==> config.mk <==
export PLATFORM = sky130hd
export DESIGN_NAME = em4100_sched
export DESIGN_NICKNAME = d
export VERILOG_FILES = /design/src/rtl/em4100_sched_pkg.sv /design/src/rtl/em4100_sched_rr_pick.sv /design/src/rtl/em4100_sched.sv
export SDC_FILE = /design/constraint.sdc
export NUM_CORES = 1
export LEC_CHECK = 0
export CORE_MARGIN = 2
export CORE_UTILIZATION = 38
export DETAILED_ROUTE_END_ITERATION = 10
export PLACE_DENSITY = 0.55
export SYNTH_ARGS = -nofsm -noshare
export SYNTH_HDL_FRONTEND = slang
export SYNTH_SLANG_ARGS = --single-unit
==> constraint.sdc <==
create_clock -name clk -period 3.7 [get_ports clk]
set_input_delay 0.74 -clock clk [delete_from_list [all_inputs] [get_ports clk]]
set_output_delay 0.74 -clock clk [all_outputs]
set_load 0.01 [all_outputs]
==> src/rtl/em4100_sched_pkg.sv <==
// Shared types and constants for the EM4100 tag-ID scheduler.
package em4100_sched_pkg;

    localparam int TAG_W            = 40;
    localparam int FRAME_CYCLES_DEF = 74;

    typedef enum logic [1:0] {
        IDLE = 2'd0,
        LOAD = 2'd1,
        SEND = 2'd2,
        GAP  = 2'd3
    } state_t;

endpackage

==> src/rtl/em4100_sched_rr_pick.sv <==
// Round-robin finder: first set mask bit strictly after 'last', wrapping.
module rr_pick #(
    parameter  int SLOTS = 4,
    localparam int IDX_W = (SLOTS > 1) ? $clog2(SLOTS) : 1
) (
    input  logic [SLOTS-1:0] mask,
    input  logic [IDX_W-1:0] last,
    output logic [IDX_W-1:0] idx,
    output logic             valid
);

    logic [IDX_W-1:0] cand_s;

    // Scan from farthest to nearest so the nearest candidate wins.
    always_comb begin
        idx    = '0;
        cand_s = '0;
        valid  = |mask;
        for (int i = SLOTS; i >= 1; i--) begin
            cand_s = IDX_W'((int'(last) + i) % SLOTS);
            if (mask[cand_s]) begin
                idx = cand_s;
            end else begin
                idx = idx;
            end
        end
    end

endmodule

==> src/rtl/em4100_sched.sv <==
// EM4100 tag-ID scheduler: rotates stored IDs onto the encoder data/tx inputs
// in bursts of whole frames, with a programmable tx-low gap between bursts.
module em4100_sched
    import em4100_sched_pkg::*;
#(
    parameter  int SLOTS        = 4,
    parameter  int FRAME_CYCLES = FRAME_CYCLES_DEF,
    parameter  int REP_W        = 4,
    parameter  int GAP_W        = 8,
    localparam int IDX_W        = (SLOTS > 1) ? $clog2(SLOTS) : 1
) (
    input  logic             clk,
    input  logic             rst,
    input  logic             en,
    input  logic             wr_en,
    input  logic [IDX_W-1:0] wr_addr,
    input  logic [TAG_W-1:0] wr_data,
    input  logic [SLOTS-1:0] slot_mask,
    input  logic [REP_W-1:0] repeats,
    input  logic [GAP_W-1:0] gap,
    output logic             tx,
    output logic [TAG_W-1:0] data,
    output logic [IDX_W-1:0] slot,
    output logic             busy,
    output logic             frame_done
);

    localparam int               CYC_W    = $clog2(FRAME_CYCLES);
    localparam logic [CYC_W-1:0] CYC_LAST = CYC_W'(FRAME_CYCLES - 1);

    state_t             state_r, state_s;
    logic [CYC_W-1:0]   cyc_r, cyc_s;
    logic [REP_W-1:0]   rep_r, rep_s;
    logic [GAP_W-1:0]   gap_r, gap_s;
    logic               stop_r, stop_s;
    logic [IDX_W-1:0]   last_r;
    logic [TAG_W-1:0]   tbl_r [SLOTS];
    logic [IDX_W-1:0]   pick_idx_s;
    logic               pick_vld_s;
    logic               go_s;
    logic               tx_r, busy_r, fd_r;
    logic [TAG_W-1:0]   data_r;
    logic [IDX_W-1:0]   slot_r;

    rr_pick #(.SLOTS(SLOTS)) u_pick (
        .mask  (slot_mask),
        .last  (last_r),
        .idx   (pick_idx_s),
        .valid (pick_vld_s)
    );

    assign go_s = en & pick_vld_s;

    // Next-state logic; stop_r remembers an en drop so the frame still finishes.
    always_comb begin
        state_s = state_r;
        cyc_s   = cyc_r;
        rep_s   = rep_r;
        gap_s   = gap_r;
        stop_s  = stop_r;
        case (state_r)
            IDLE: begin
                if (go_s) begin
                    state_s = LOAD;
                end else begin
                    state_s = IDLE;
                end
            end
            LOAD: begin
                if (en) begin
                    state_s = SEND;
                    cyc_s   = '0;
                    rep_s   = (repeats == '0) ? REP_W'(1) : repeats;
                    stop_s  = 1'b0;
                end else begin
                    state_s = IDLE;
                end
            end
            SEND: begin
                stop_s = stop_r | ~en;
                if (cyc_r == CYC_LAST) begin
                    cyc_s = '0;
                    if (stop_r || !en) begin
                        state_s = IDLE;
                    end else if (rep_r > REP_W'(1)) begin
                        rep_s = rep_r - REP_W'(1);
                    end else if (gap != '0) begin
                        state_s = GAP;
                        gap_s   = gap;
                    end else if (pick_vld_s) begin
                        state_s = LOAD;
                    end else begin
                        state_s = IDLE;
                    end
                end else begin
                    cyc_s = cyc_r + CYC_W'(1);
                end
            end
            GAP: begin
                if (!en) begin
                    state_s = IDLE;
                end else if (gap_r == GAP_W'(1)) begin
                    state_s = go_s ? LOAD : IDLE;
                end else begin
                    gap_s = gap_r - GAP_W'(1);
                end
            end
            default: begin
                state_s = IDLE;
            end
        endcase
    end

    // State, counters and registered outputs derived from the next state.
    always_ff @(posedge clk) begin
        if (rst) begin
            state_r <= IDLE;
            cyc_r   <= '0;
            rep_r   <= '0;
            gap_r   <= '0;
            stop_r  <= 1'b0;
            last_r  <= IDX_W'(SLOTS - 1);
            tx_r    <= 1'b0;
            busy_r  <= 1'b0;
            fd_r    <= 1'b0;
            data_r  <= '0;
            slot_r  <= '0;
        end else begin
            state_r <= state_s;
            cyc_r   <= cyc_s;
            rep_r   <= rep_s;
            gap_r   <= gap_s;
            stop_r  <= stop_s;
            tx_r    <= (state_s == SEND);
            busy_r  <= (state_s != IDLE);
            fd_r    <= (state_s == SEND) && (cyc_s == CYC_LAST);
            if (state_s == LOAD) begin
                data_r <= tbl_r[pick_idx_s];
                slot_r <= pick_idx_s;
                last_r <= pick_idx_s;
            end
        end
    end

    // ID table; a write lands on the same edge a LOAD reads, so LOAD sees the old value.
    always_ff @(posedge clk) begin
        if (rst) begin
            for (int i = 0; i < SLOTS; i++) begin
                tbl_r[i] <= '0;
            end
        end else if (wr_en) begin
            tbl_r[wr_addr] <= wr_data;
        end
    end

    assign tx         = tx_r;
    assign busy       = busy_r;
    assign frame_done = fd_r;
    assign data       = data_r;
    assign slot       = slot_r;

endmodule

==> Flow_metrics.wiki, run 1 <==
{| class="wikitable"
! Metric !! Value
|-
| Worst max-slew margin expressed relative to the limit || 47.7%
|-
| Total number of yosys warnings || 0
|-
| Outcome || completed
|-
| Number of buffers added to fix hold violations after cts || 0
|-
| Overall die area || 0.0292 sq mm
|-
| Hold worst-path end || data[37]
|-
| Number of synthesized flops with an enable pin || 160
|-
| Wire length of the first global-routing pass || 40,800 um
|-
| Half-perimeter wire length after detailed placement || 14,800 um
|-
| Initial antenna violation count || 1
|-
| Number of detailed-routing iterations run before antenna repair || 5
|-
| Measured slew at the worst slew-check pin || 0.784 ns
|-
| Crit path kind || flop to flop
|-
| Max Fanout on Critical Path || 27
|-
| Die width || 171 um
|-
| Peak ir drop on the vdd network || 234 uV
|-
| Vias || 7,358
|-
| Number of rows in the core area || 61
|-
| Fraction of final layout cells sized beyond drive strength 1 || 11.8%
|-
| Signed area change from the synthesized netlist to the final layout || 23.1%
|-
| Cell at the root of the clock tree || sky130_fd_sc_hd__clkbuf_16
|-
| Final critical delay including setup and external delays || 3.00 ns
|-
| Starting utilization of the core area || 38.3%
|-
| Via density per instance || 5.23
|-
| Number of remaining DRC errors || 0
|-
| TritonCTS sink count || 229
|-
| Hold violation count in the final report || 0
|-
| Most frequent cells in the layout || 161 x sky130_fd_sc_hd__and2_1, 160 x sky130_fd_sc_hd__edfxtp_1, 105 x sky130_fd_sc_hd__clkdlybuf4s50_1
|-
| Crit path DAT || 3.41 ns
|-
| Clock tree from TritonCTS || done
|-
| Reg-to-reg endpoint || frame_done
|-
| Final-report setup violation count || 0
|-
| Overflow left after global routing || 0
|-
| Post-synth ARST share || 0%
|-
| Worst reg2reg startpoint || state_r[1]
|-
| Cells on Worst Hold Path || 2
|-
| Average routed wire per standard cell || 18.4 um
|-
| Number of global-route vias before repair || 7,389
|-
| Total inserted antenna cells || 0
|-
| Boundary pin count || 107
|-
| Most frequent standard cell in the layout excluding fill and tap cells || sky130_fd_sc_hd__and2_1
|-
| Drt total wl || 25,900 um
|-
| Iteration-0 DRC count of the detailed router || 545
|-
| Setup TNS after final layout || 0 ns
|-
| Clock Tree Buf Depth || 3
|-
| GR Util All Layers || 17.9%
|-
| Mean cell area of the mapped netlist || 11.5 sq um
|-
| Number of cells on the worst reg-to-reg path || 7
|-
| Fraction of the cycle the final worst path needs || 81.0%
|-
| Post-CTS Setup Bufs || 0
|-
| Pwr/cell area || 483 mW/mm^2
|-
| RD Place Congestion || 0.812
|-
| # nets final || 1,080
|-
| Post-route clock skew || 0.0120 ns
|-
| Count of mapped cells out of synthesis || 917
|-
| CP Capture Type || flop
|-
| Min-Delay Path Class || flop to flop
|-
| RSZ-0062 raised after global routing || no
|-
| Deepest level of the CTS H-tree || 1
|-
| Summed instance area of the synthesized netlist || 0.0106 sq mm
|-
| Synthesized net count || 989
|-
| Sequential-to-total area share from yosys stat || 58.5%
|-
| Core footprint || 0.0276 sq mm
|-
| Final WS setup || 0.703 ns
|-
| Predominant post-synthesis flop cell || sky130_fd_sc_hd__edfxtp_1
|-
| Register-to-register setup slack || 0.70 ns
|-
| Static leakage || 4.58 nW
|-
| Synthesis-stage register bit count || 229
|-
| Insertion delay of the later-clocked pin in the worst-skew pair || 0.52 ns
|-
| Crit path required time || 4.11 ns
|-
| Final-report max-slew violation count || 0
|-
| Worst hold path startpoint || data[37]
|-
| Count of cells resized by post-cts repair || 0
|-
| Clock transition at path regs || 0.06 ns
|-
| Antenna violation net count after detailed routing || 0
|-
| Count of unique library cells instantiated by Yosys || 55
|-
| Maximum number of pins on one net before global-route repair || 64
|-
| Post-Place Setup Slack || 0.390 ns
|-
| Count of input and output buffers || 106
|-
| Vertical extent of the die || 171 um
|-
| Kind of start point of the critical path || flop
|-
| F_max || 334 MHz
|-
| Number of maximum-capacitance constraint violations || 0
|-
| Number of clock buffers inserted by TritonCTS || 26
|}
==> routing by layer <==
| layer | track usage (%) | wire length [um] | share of wire, % | vias up |
|---|---|---|---|---|
| li1 | - | - | - | 3527 |
| met1 | 25.1 | 12200 | 47 | 3617 |
| met2 | 29.1 | 12000 | 46 | 177 |
| met4 | 4.20 | 393 | 1.5 | 0 |
| met5 | 0 | 0 | 0 | - |
| met3 | 2.87 | 1350 | 5.2 | 37 |
==> worst max path at each step <==
| stage | end | startpoint | slack, ns |
|---|---|---|---|
| after floorplan | tbl_r[2][0] | wr_addr[1] | 0.59 |
| after global placement | data[20] | gap[6] | 0.40 |
| after detailed placement | data[19] | gap[6] | 0.39 |
| after CTS | frame_done | state_r[1] | 0.70 |
| after global routing | frame_done | state_r[1] | 0.42 |
| final | frame_done | state_r[1] | 0.70 |
==> flip-flops by register name (all words and copies together), names as in the netlist <==
register / count
state_r: 2
cyc_r: 7
slot: 2
busy: 1
data: 40
frame_done: 1
stop_r: 1
last_r: 2
tbl_r: 160
gap_r: 8
tx: 1
rep_r: 4
==> synth_stat cells (3+ instances only) <==
master | instances | area [sq um]
sky130_fd_sc_hd__buf_1 | 5 | 18.8
sky130_fd_sc_hd__a31oi_1 | 7 | 43.8
sky130_fd_sc_hd__nor4_1 | 4 | 25.0
sky130_fd_sc_hd__o211ai_1 | 5 | 37.5
sky130_fd_sc_hd__edfxtp_1 | 160 | 4800
sky130_fd_sc_hd__inv_1 | 16 | 60.1
sky130_fd_sc_hd__mux2i_1 | 43 | 430
sky130_fd_sc_hd__nand2_1 | 55 | 206
sky130_fd_sc_hd__nand2b_1 | 7 | 43.8
sky130_fd_sc_hd__nor2_1 | 25 | 93.8
sky130_fd_sc_hd__clkbuf_1 | 55 | 206
sky130_fd_sc_hd__o2111ai_1 | 40 | 350
sky130_fd_sc_hd__buf_2 | 4 | 20.0
sky130_fd_sc_hd__a21boi_0 | 4 | 30.0
sky130_fd_sc_hd__nor2b_1 | 6 | 37.5
sky130_fd_sc_hd__a2bb2oi_1 | 3 | 26.3
sky130_fd_sc_hd__nor3b_1 | 5 | 37.5
sky130_fd_sc_hd__ha_1 | 10 | 125
sky130_fd_sc_hd__and3_1 | 5 | 31.3
sky130_fd_sc_hd__a21oi_1 | 65 | 325
sky130_fd_sc_hd__o21ai_0 | 60 | 300
sky130_fd_sc_hd__nor3_1 | 10 | 50.1
sky130_fd_sc_hd__and2_1 | 161 | 1010
sky130_fd_sc_hd__dfxtp_1 | 69 | 1380
sky130_fd_sc_hd__nand3b_1 | 3 | 22.5
sky130_fd_sc_hd__o22ai_1 | 3 | 18.8
sky130_fd_sc_hd__nand3_1 | 8 | 40.0
sky130_fd_sc_hd__nand4_1 | 3 | 18.8
sky130_fd_sc_hd__mux2_2 | 41 | 462
==> area by class of cell <==
type,count,area [sq um]
Timing Repair Buffer,128,1300
Multi-Input combinational cell,607,4160
Fill cell,2611,14600
Sequential cell,229,6190
Tap cell,378,473
Clock inverter,6,53.8
Inverter,16,60.1
Clock buffer,42,792
==> worst max-delay path, cell delays in order (launching register included) <==
cell and delay (ns):
sky130_fd_sc_hd__dfxtp_1 0.40, sky130_fd_sc_hd__ha_1 0.62, sky130_fd_sc_hd__nand2_1 0.20, sky130_fd_sc_hd__a211oi_1 0.25
sky130_fd_sc_hd__a31oi_1 0.12, sky130_fd_sc_hd__a31o_2 0.48, sky130_fd_sc_hd__or3_4 0.50, sky130_fd_sc_hd__a2111oi_4 0.32
==> power breakdown <==
group	leakage (nW)	switching, mW	total [mW]	internal [mW]
Sequential	2.13	0.0627	3.00	2.93
Clock	0.418	0.985	2.51	1.52
Combinational	2.03	0.416	0.786	0.370
==> stage by stage <==
step           hold WS (ns)  area (sq um)  total power, mW  utilization [%]  cells
4_1_cts               0.475         13000             6.37             47.1   1406
3_5_place_dp          0.467         12200             3.85             44.1   1358
2_1_floorplan         0.461         10600             3.48                -    917
6_report              0.475         13000             6.29             47.1   1406
5_1_grt               0.505         13000             6.55             47.1   1406
3_3_place_gp          0.464         12200             3.84             44.1   1358
==> cells by family after synthesis <==
family,synth area share (%)
adders and majority gates,1.18
AOI/OAI and AO/OA,12.7
and+or+nand+nor,16.0
DFF,58.5
buffers and inverters,2.99
muxes,8.43
xor gates and xnor gates,0.248
Note: power is estimated with default switching activity, not from simulation.
==> run 2, diff against run 1 <==
Settings changed: PLACE_DENSITY 0.55 to 0.57.
Clock period 3.7 ns to 2.5 ns, I/O delays scaled along.
==> run 2 against run 1 <==
Critical path depth rose by 2; final area rose by 4.7%; utilization rose by 2.2 points; sequential power rose by 48%; via count rose by 1.9%; cell count rose by 3.4%; die area did not move; sequential share of layout area fell by 2.1 points; hold slack improved by 0.00088 ns.
==> Flow_metrics.wiki, run 2 (synthesis results as in run 1) <==
{| class="wikitable"
! Metric !! Value
|-
| Outcome || completed
|-
| Vertical extent of the die || 171 um
|-
| Via density per instance || 5.16
|-
| DP Cell Count || 1,405
|-
| Overall die area || 0.0292 sq mm
|-
| Pwr/cell area || 722 mW/mm^2
|-
| Post-route insts no fill || 1,454
|-
| Initial antenna violation count || 2
|-
| Global routing usage on met1 || 25.2%
|-
| GRT busiest layer || met2
|-
| Register-to-register setup slack || 0.12 ns
|-
| Number of rows in the core area || 61
|-
| Met2 capacity usage during global routing || 30.8%
|-
| CP endpoint || frame_done
|-
| Number of clock buffers inserted by TritonCTS || 26
|-
| Hold violation count in the final report || 0
|-
| Worst max-slew margin expressed relative to the limit || 34.2%
|-
| Signed area change from the synthesized netlist to the final layout || 28.9%
|-
| Average routed wire per standard cell || 18.4 um
|-
| Fraction of final layout cells sized beyond drive strength 1 || 15.7%
|-
| Worst hold path startpoint || data[25]
|-
| Most frequent cells in the layout || 161 x sky130_fd_sc_hd__and2_1, 160 x sky130_fd_sc_hd__edfxtp_1, 105 x sky130_fd_sc_hd__clkdlybuf4s50_1
|-
| CP Capture Type || flop
|-
| Setup TNS after final layout || 0 ns
|-
| Starting utilization of the core area || 38.3%
|-
| Clock transition at path regs || 0.06 ns
|-
| Maximum number of pins on one net before global-route repair || 44
|-
| Peak ir drop on the vdd network || 481 uV
|-
| Met3 track demand over resource in global routing || 3.68%
|-
| Kind of start point of the critical path || flop
|-
| F_max || 419 MHz
|-
| Boundary pin count || 107
|-
| Antenna violation net count after detailed routing || 0
|-
| Number of cells on the worst reg-to-reg path || 9
|-
| Count of input and output buffers || 106
|-
| Fraction of the cycle the final worst path needs || 95.4%
|-
| Deepest level of the CTS H-tree || 1
|-
| Core footprint || 0.0276 sq mm
|-
| Most frequent standard cell in the layout excluding fill and tap cells || sky130_fd_sc_hd__and2_1
|-
| Clock tree from TritonCTS || done
|-
| Largest reg by FF count || tbl_r
|-
| Vias || 7,498
|-
| Biggest cell delay along the critical path || 0.40 ns
|-
| Drt total wl || 26,700 um
|-
| Total placed instance area || 0.0127 sq mm
|-
| Max Fanout on Critical Path || 5
|-
| Clock Tree Buf Depth || 3
|-
| Post-CTS Setup Bufs || 0
|-
| Critical path startpoint || rep_r[0]
|-
| Overflow left after global routing || 0
|-
| Crit path required time || 2.93 ns
|-
| Post-Place Setup Slack || -0.290 ns
|-
| Final-report setup violation count || 0
|-
| Measured slew at the worst slew-check pin || 0.984 ns
|-
| Crit path DAT || 2.81 ns
|-
| Number of remaining DRC errors || 0
|-
| Final critical delay including setup and external delays || 2.38 ns
|-
| Reg-to-reg endpoint || frame_done
|-
| Summed area of non-filler cells in the final layout || 0.0136 sq mm
|-
| Wire length of the first global-routing pass || 42,100 um
|-
| Number of detailed-routing iterations run before antenna repair || 5
|-
| Cell at the root of the clock tree || sky130_fd_sc_hd__clkbuf_16
|-
| Post-route clock skew || 0.0273 ns
|-
| Insertion delay of the later-clocked pin in the worst-skew pair || 0.55 ns
|-
| TritonCTS sink count || 229
|-
| Iteration-0 DRC count of the detailed router || 547
|-
| GR Util All Layers || 18.5%
|-
| Final-report max-slew violation count || 0
|-
| Crit path kind || flop to flop
|-
| Final WS setup || 0.115 ns
|-
| Fraction of the core area covered by cells at the end of the flow || 49.3%
|-
| Half-perimeter wire length after detailed placement || 16,100 um
|-
| # nets final || 1,127
|-
| Buf/Inv on CP || 2
|-
| Number of maximum-capacitance constraint violations || 0
|-
| Number of global-route vias before repair || 7,586
|-
| Static leakage || 4.90 nW
|-
| Sequence of cells on the critical path || inv_1 > ha_1 > nor2_1 > nor3_1 > buf_4 > a2bb2oi_1 > a31o_2 > or3_4 > a2111oi_4
|-
| Family with the most delay on the worst path || compound AO/OA/AOI/OAI gates
|-
| Die width || 171 um
|-
| Worst reg2reg startpoint || rep_r[0]
|-
| Number of stages on the worst setup path || 9
|-
| Flip-flop count of the largest register after layout || 160
|-
| Min-Delay Path Class || flop to flop
|-
| RD Place Congestion || 0.835
|-
| Slowest cell on the critical path || sky130_fd_sc_hd__dfxtp_1
|}
## run 2: cell types whose count changed in the layout (fill, tap and decap cells not counted), sizes merged
cell    previous run  this run
buf               23        70
bufinv             1         6
clkbuf            42        33
clkinv             5         9
diode              0         1
## run 2: worst min-delay path by stage
| stage | endpoint | slack (ns) | cells past startpoint |
|---|---|---|---|
| 3_3_place_gp | data[39] | 0.46 | 2 |
| 4_1_cts | data[31] | 0.48 | 2 |
| 2_1_floorplan | gap_r[5] | 0.46 | 2 |
| 6_report | data[25] | 0.48 | 2 |
| 5_1_grt | data[1] | 0.50 | 2 |
| 3_5_place_dp | data[31] | 0.47 | 2 |
## run 2: worst min-delay path: stages, from the launching register on
cell and delay [ns]:
sky130_fd_sc_hd__dfxtp_1 0.30, sky130_fd_sc_hd__o21ai_0 0.06, sky130_fd_sc_hd__a21oi_1 0.06
## run 2: stage by stage
stage                     power [mW]  hold WS (ns)
after floorplan                 5.15         0.461
after global placement          5.80         0.463
after detailed placement        5.82         0.471
after CTS                       9.94         0.479
after global routing            10.2         0.500
final                           9.85         0.475
## run 2: area by class of cell
type / count / area [sq um]
flip-flops and latches: 229 / 6190
fillers: 2529 / 14000
repair buffers: 175 / 1820
clock buffers: 33 / 687
well taps: 378 / 473
inverters: 16 / 60.1
multi-input cells: 607 / 4160
clock inverters: 15 / 245
diodes: 1 / 2.50
## run 2: metal layers
metal  vias to the layer above  share of wire (%)
li1                       3621                  -
met2                       161                 47
met1                      3682                 46
met3                        32                5.4
met5                         -              0.049
met4                         2                1.5
## run 2: power by group
group | internal (mW) | switching (mW)
clock network | 2.57 | 1.55
registers | 4.34 | 0.0992
logic | 0.650 | 0.641
## run 2: timing repair
action,CTS,global route
resized for setup,1,3
hold buffers,0,0
endpoints found under the hold margin,0,0
cloned,0,0
endpoints found under the setup margin,14,26
==> variant 1 (settings of run 2) <==
Register the output `tx` once more; this adds one clock of latency there. The other outputs are not delayed to match.
--- a/src/rtl/em4100_sched.sv
+++ b/src/rtl/em4100_sched.sv
@@ -153,7 +153,9 @@
         end
     end
 
-    assign tx         = tx_r;
+    always_ff @(posedge clk) begin
+        tx <= tx_r;
+    end
     assign busy       = busy_r;
     assign frame_done = fd_r;
     assign data       = data_r;
Behaviour: not the same (Yosys sat finds a counterexample within 4 cycles, from zero or initial values and one cycle with rst high).
==> variant 1 against run 2 <==
Via count up 0.43%; sequential share of layout area about the same; synthesized area up 0.19%; hold slack worse by 0.14 ns; total power up 0.54%; sequential cell count up 1; wire length up 0.50%; core utilization up 0.19 points; final area up 0.39%; worst setup slack worse by 0.014 ns; largest cell class unchanged.
==> variant 1: results (changes against run 2) <==
status: "finished clean"
vias: 7530  # +0.43%
fill_cells: 2508  # -0.83%
gp_congestion: 0.7903  # -5.4%
arrival_ns: 2.83  # +0.02 ns
irDropWorstVdd_v: 0.0005980  # +24%
place_hpwl_mm: 15.45  # -4.1%
grt_max_degree: 73  # +66%
ys_seq_area_frac: 0.5856  # +0.0007843
routed_wl_mm: 26.88  # +0.50%
worst-path-max-fanout: 4  # -1
n_antenna_cell: 0  # -1
intPower_mw: 7.642  # +1.1%
stdcell_count: 1455  # +0.069%
wl_met3_mm: 1.490  # +2.8%
grt_use_met2: 0.3017  # -0.005798
worstMarginPinSlew_ns: 1.065  # +0.08044 ns
drt-met1-wl_mm: 12.57  # +2.4%
final_layout_size_suffix_gt1_frac: 0.1625  # +0.005279
placed_cells: 1406  # +0.071%
synthTopCellsByCount: "and2_1, edfxtp_1, dfxtp_1"
grt_usage: 0.1846  # -0.0005336
leakage_nw: 4.940  # +0.75%
numCtsBuffers: 27  # +3.8%
avgSynthCellArea_sq_um: 11.54  # about the same
nNetsFinal: 1129  # +0.18%
[variant 1: cell count changes after synthesis, sizes merged]
cell | run 2 | this run
dfxtp | 69 | 70
[variant 1: power by group through the flow]
stage / Combinational, mW / Clock, mW / Sequential, mW
floorplan: 0.633 / 0 / 4.54
global placement: 1.28 / 0 / 4.53
detailed placement: 1.29 / 0 / 4.54
CTS: 1.30 / 4.23 / 4.46
global route: 1.41 / 4.39 / 4.49
finish: 1.29 / 4.15 / 4.46
[variant 1: how the worst min path moves through the flow]
stage / startpoint / endpoint / cells after the start
floorplan: tx_r / tx / 0
global placement: tx_r / tx / 0
detailed placement: tx_r / tx / 0
CTS: tx_r / tx / 0
global route: tx_r / tx / 0
finish: tx_r / tx / 0
[variant 1: area by class of cell]
class	count	area, sq um	share of cell area
Inverter	16	60.06	0.004388
Multi-Input combinational cell	607	4161	0.3040
Clock buffer	36	759.5	0.05548
Timing Repair Buffer	175	1837	0.1342
Clock inverter	13	191.4	0.01399
Sequential cell	230	6206	0.4534
Tap cell	378	473.0	0.03455
[variant 1: cells by family (layout without fill, tap and decap cells)]
group | Yosys count | after routing | synth area share
simple gates | 301 | 301 | 0.1597
flops | 230 | 230 | 0.5856
compound gates | 209 | 209 | 0.1263
mux | 84 | 84 | 0.08418
buf+inv | 81 | 240 | 0.02987
fa+ha+maj | 10 | 10 | 0.01181
xor+xnor | 3 | 3 | 0.002480
[variant 1: critical path, stage by stage, from the launching register on]
cell	delay, ns
dfxtp_1	0.31
or4b_4	0.56
nor2_4	0.14
nand4_1	0.20
a31o_2	0.37
or3_4	0.40
a2111oi_4	0.31
[variant 1: what timing repair did]
item / CTS / global route
gates cloned: 0 / 0
endpoints found under the hold margin: 0 / 0
endpoints found under the setup margin: 3 / 46
resized for setup: 1 / 3
==> variant 2 (flow settings as in run 2) <==
Without the edit above. `SLOTS` is set to 4 in 2 places; all go to 8.
--- a/src/rtl/em4100_sched_rr_pick.sv
+++ b/src/rtl/em4100_sched_rr_pick.sv
@@ -1,6 +1,6 @@
 // Round-robin finder: first set mask bit strictly after 'last', wrapping.
 module rr_pick #(
-    parameter  int SLOTS = 4,
+    parameter  int SLOTS = 8,
     localparam int IDX_W = (SLOTS > 1) ? $clog2(SLOTS) : 1
 ) (
     input  logic [SLOTS-1:0] mask,
--- a/src/rtl/em4100_sched.sv
+++ b/src/rtl/em4100_sched.sv
@@ -3,7 +3,7 @@
 module em4100_sched
     import em4100_sched_pkg::*;
 #(
-    parameter  int SLOTS        = 4,
+    parameter  int SLOTS        = 8,
     parameter  int FRAME_CYCLES = FRAME_CYCLES_DEF,
     parameter  int REP_W        = 4,
     parameter  int GAP_W        = 8,
Ports: changed (resized slot, slot_mask and wr_addr); port bits go from 107 to 113. The function was not compared with the original's and may differ.
==> variant 2 against run 2 <==
The run now ends with negative setup slack left; total power rose to 2.8 times the old value; via count rose by 84%; clock power is 50% higher; wire length increased by 110%; synthesized area grew 75%; non-clock buffer count rose by 183; sequential cell count grew 162; final area is 82% higher; sequential share of layout area is 0.85 points lower; critical path depth grew 4; worst setup slack worse by 1.0 ns; fmax shrank 30%.
==> variant 2: results (changes against run 2) <==
first_global_vias: 13730  # +81%
worstHoldEndpoint: "data[20]"
ys_top_cells_by_area: "edfxtp_1, and2_1, dfxtp_1"
drt_iter0_markers: 1247  # +130%
synthMuxAreaShare: 0.04607  # -0.03827
reg2reg_from: "last_r[0]"
postCtsSetupRepairBufs: 31  # +31
min_path_cells: 1  # -1
setup_viol: 46  # +46
synth_xor_area_frac: 0.0009486  # -0.001535
arrival_ns: 3.86  # +1.05 ns
min-delay-start: "data[20]"
register_area_sq_um: 11040  # +78%
clock_buffers: 62  # +88%
cp-endpoint: "data[17]"
n_antenna_cell: 0  # -1
via_per_inst: 5.565  # +7.9%
numCtsBuffers: 43  # +65%
critPathSlowestCell: "mux4_2"
nNetsFinal: 1911  # +70%
syn_nets: 1632  # +65%
buffer_area_frac: 0.1668  # +0.03295
multi_input_area_share: 0.2991  # -0.005724
irDropWorstVdd_v: 0.0005884  # +22%
violations: "negative setup slack"
rr_worst_depth: 13  # +4
fill_cells: 4067  # +61%
final_layout_size_suffix_gt1_frac: 0.2251  # +0.06787
gp_congestion: 0.8991  # +7.6%
grt_pass1_wl_mm: 82.89  # +97%
insertion_delay_ns: 0.57  # +0.02 ns
ctsResizeCount: 69  # +68
worst_slack_ns: -0.9068  # -1.022 ns
synthAdderAreaFrac: 0.008131  # -0.003698
p_seq_mw: 7.83  # +76%
leakage_nw: 9.122  # +86%
largest_reg_flops: 320  # +100%
clock_cell_area_share: 0.05481  # -0.01356
routed_wl_mm: 55.38  # +110%
status: "finished, violations left"
variant 2: metal layers:
metal,vias to the layer above,part of all wire,GRT usage
li1,6410,-,-
met1,6830,0.43,0.2879
met2,461,0.47,0.3622
met3,101,0.066,0.04128
met4,4,0.027,0.06665
met5,-,0.00042,0
variant 2: per-stage QoR:
stage          TNS (ns)  setup slack (ns)  instances  cell area (sq um)  total power [mW]
2_1_floorplan   -180.32           -0.8397       1553              18550             13.10
3_3_place_gp     -56.75            -1.310       2345              21980             16.96
3_5_place_dp     -58.25            -1.371       2345              21980             17.05
4_1_cts          -33.30           -0.8330       2470              24360             26.45
5_1_grt          -40.41            -1.009       2481              24790             28.61
6_report         -35.56           -0.9068       2481              24790             27.44
variant 2: worst max-delay path, delay by kind of cell (launching register included):
family	cells	cell delay [ns]
AO/OA/AOI/OAI	4	0.73
adder cells (fa/ha/maj)	1	0.30
buffers and inverters	4	0.58
flip-flops	1	0.37
multiplexers	3	0.86
AND/OR/NAND/NOR	1	0.45
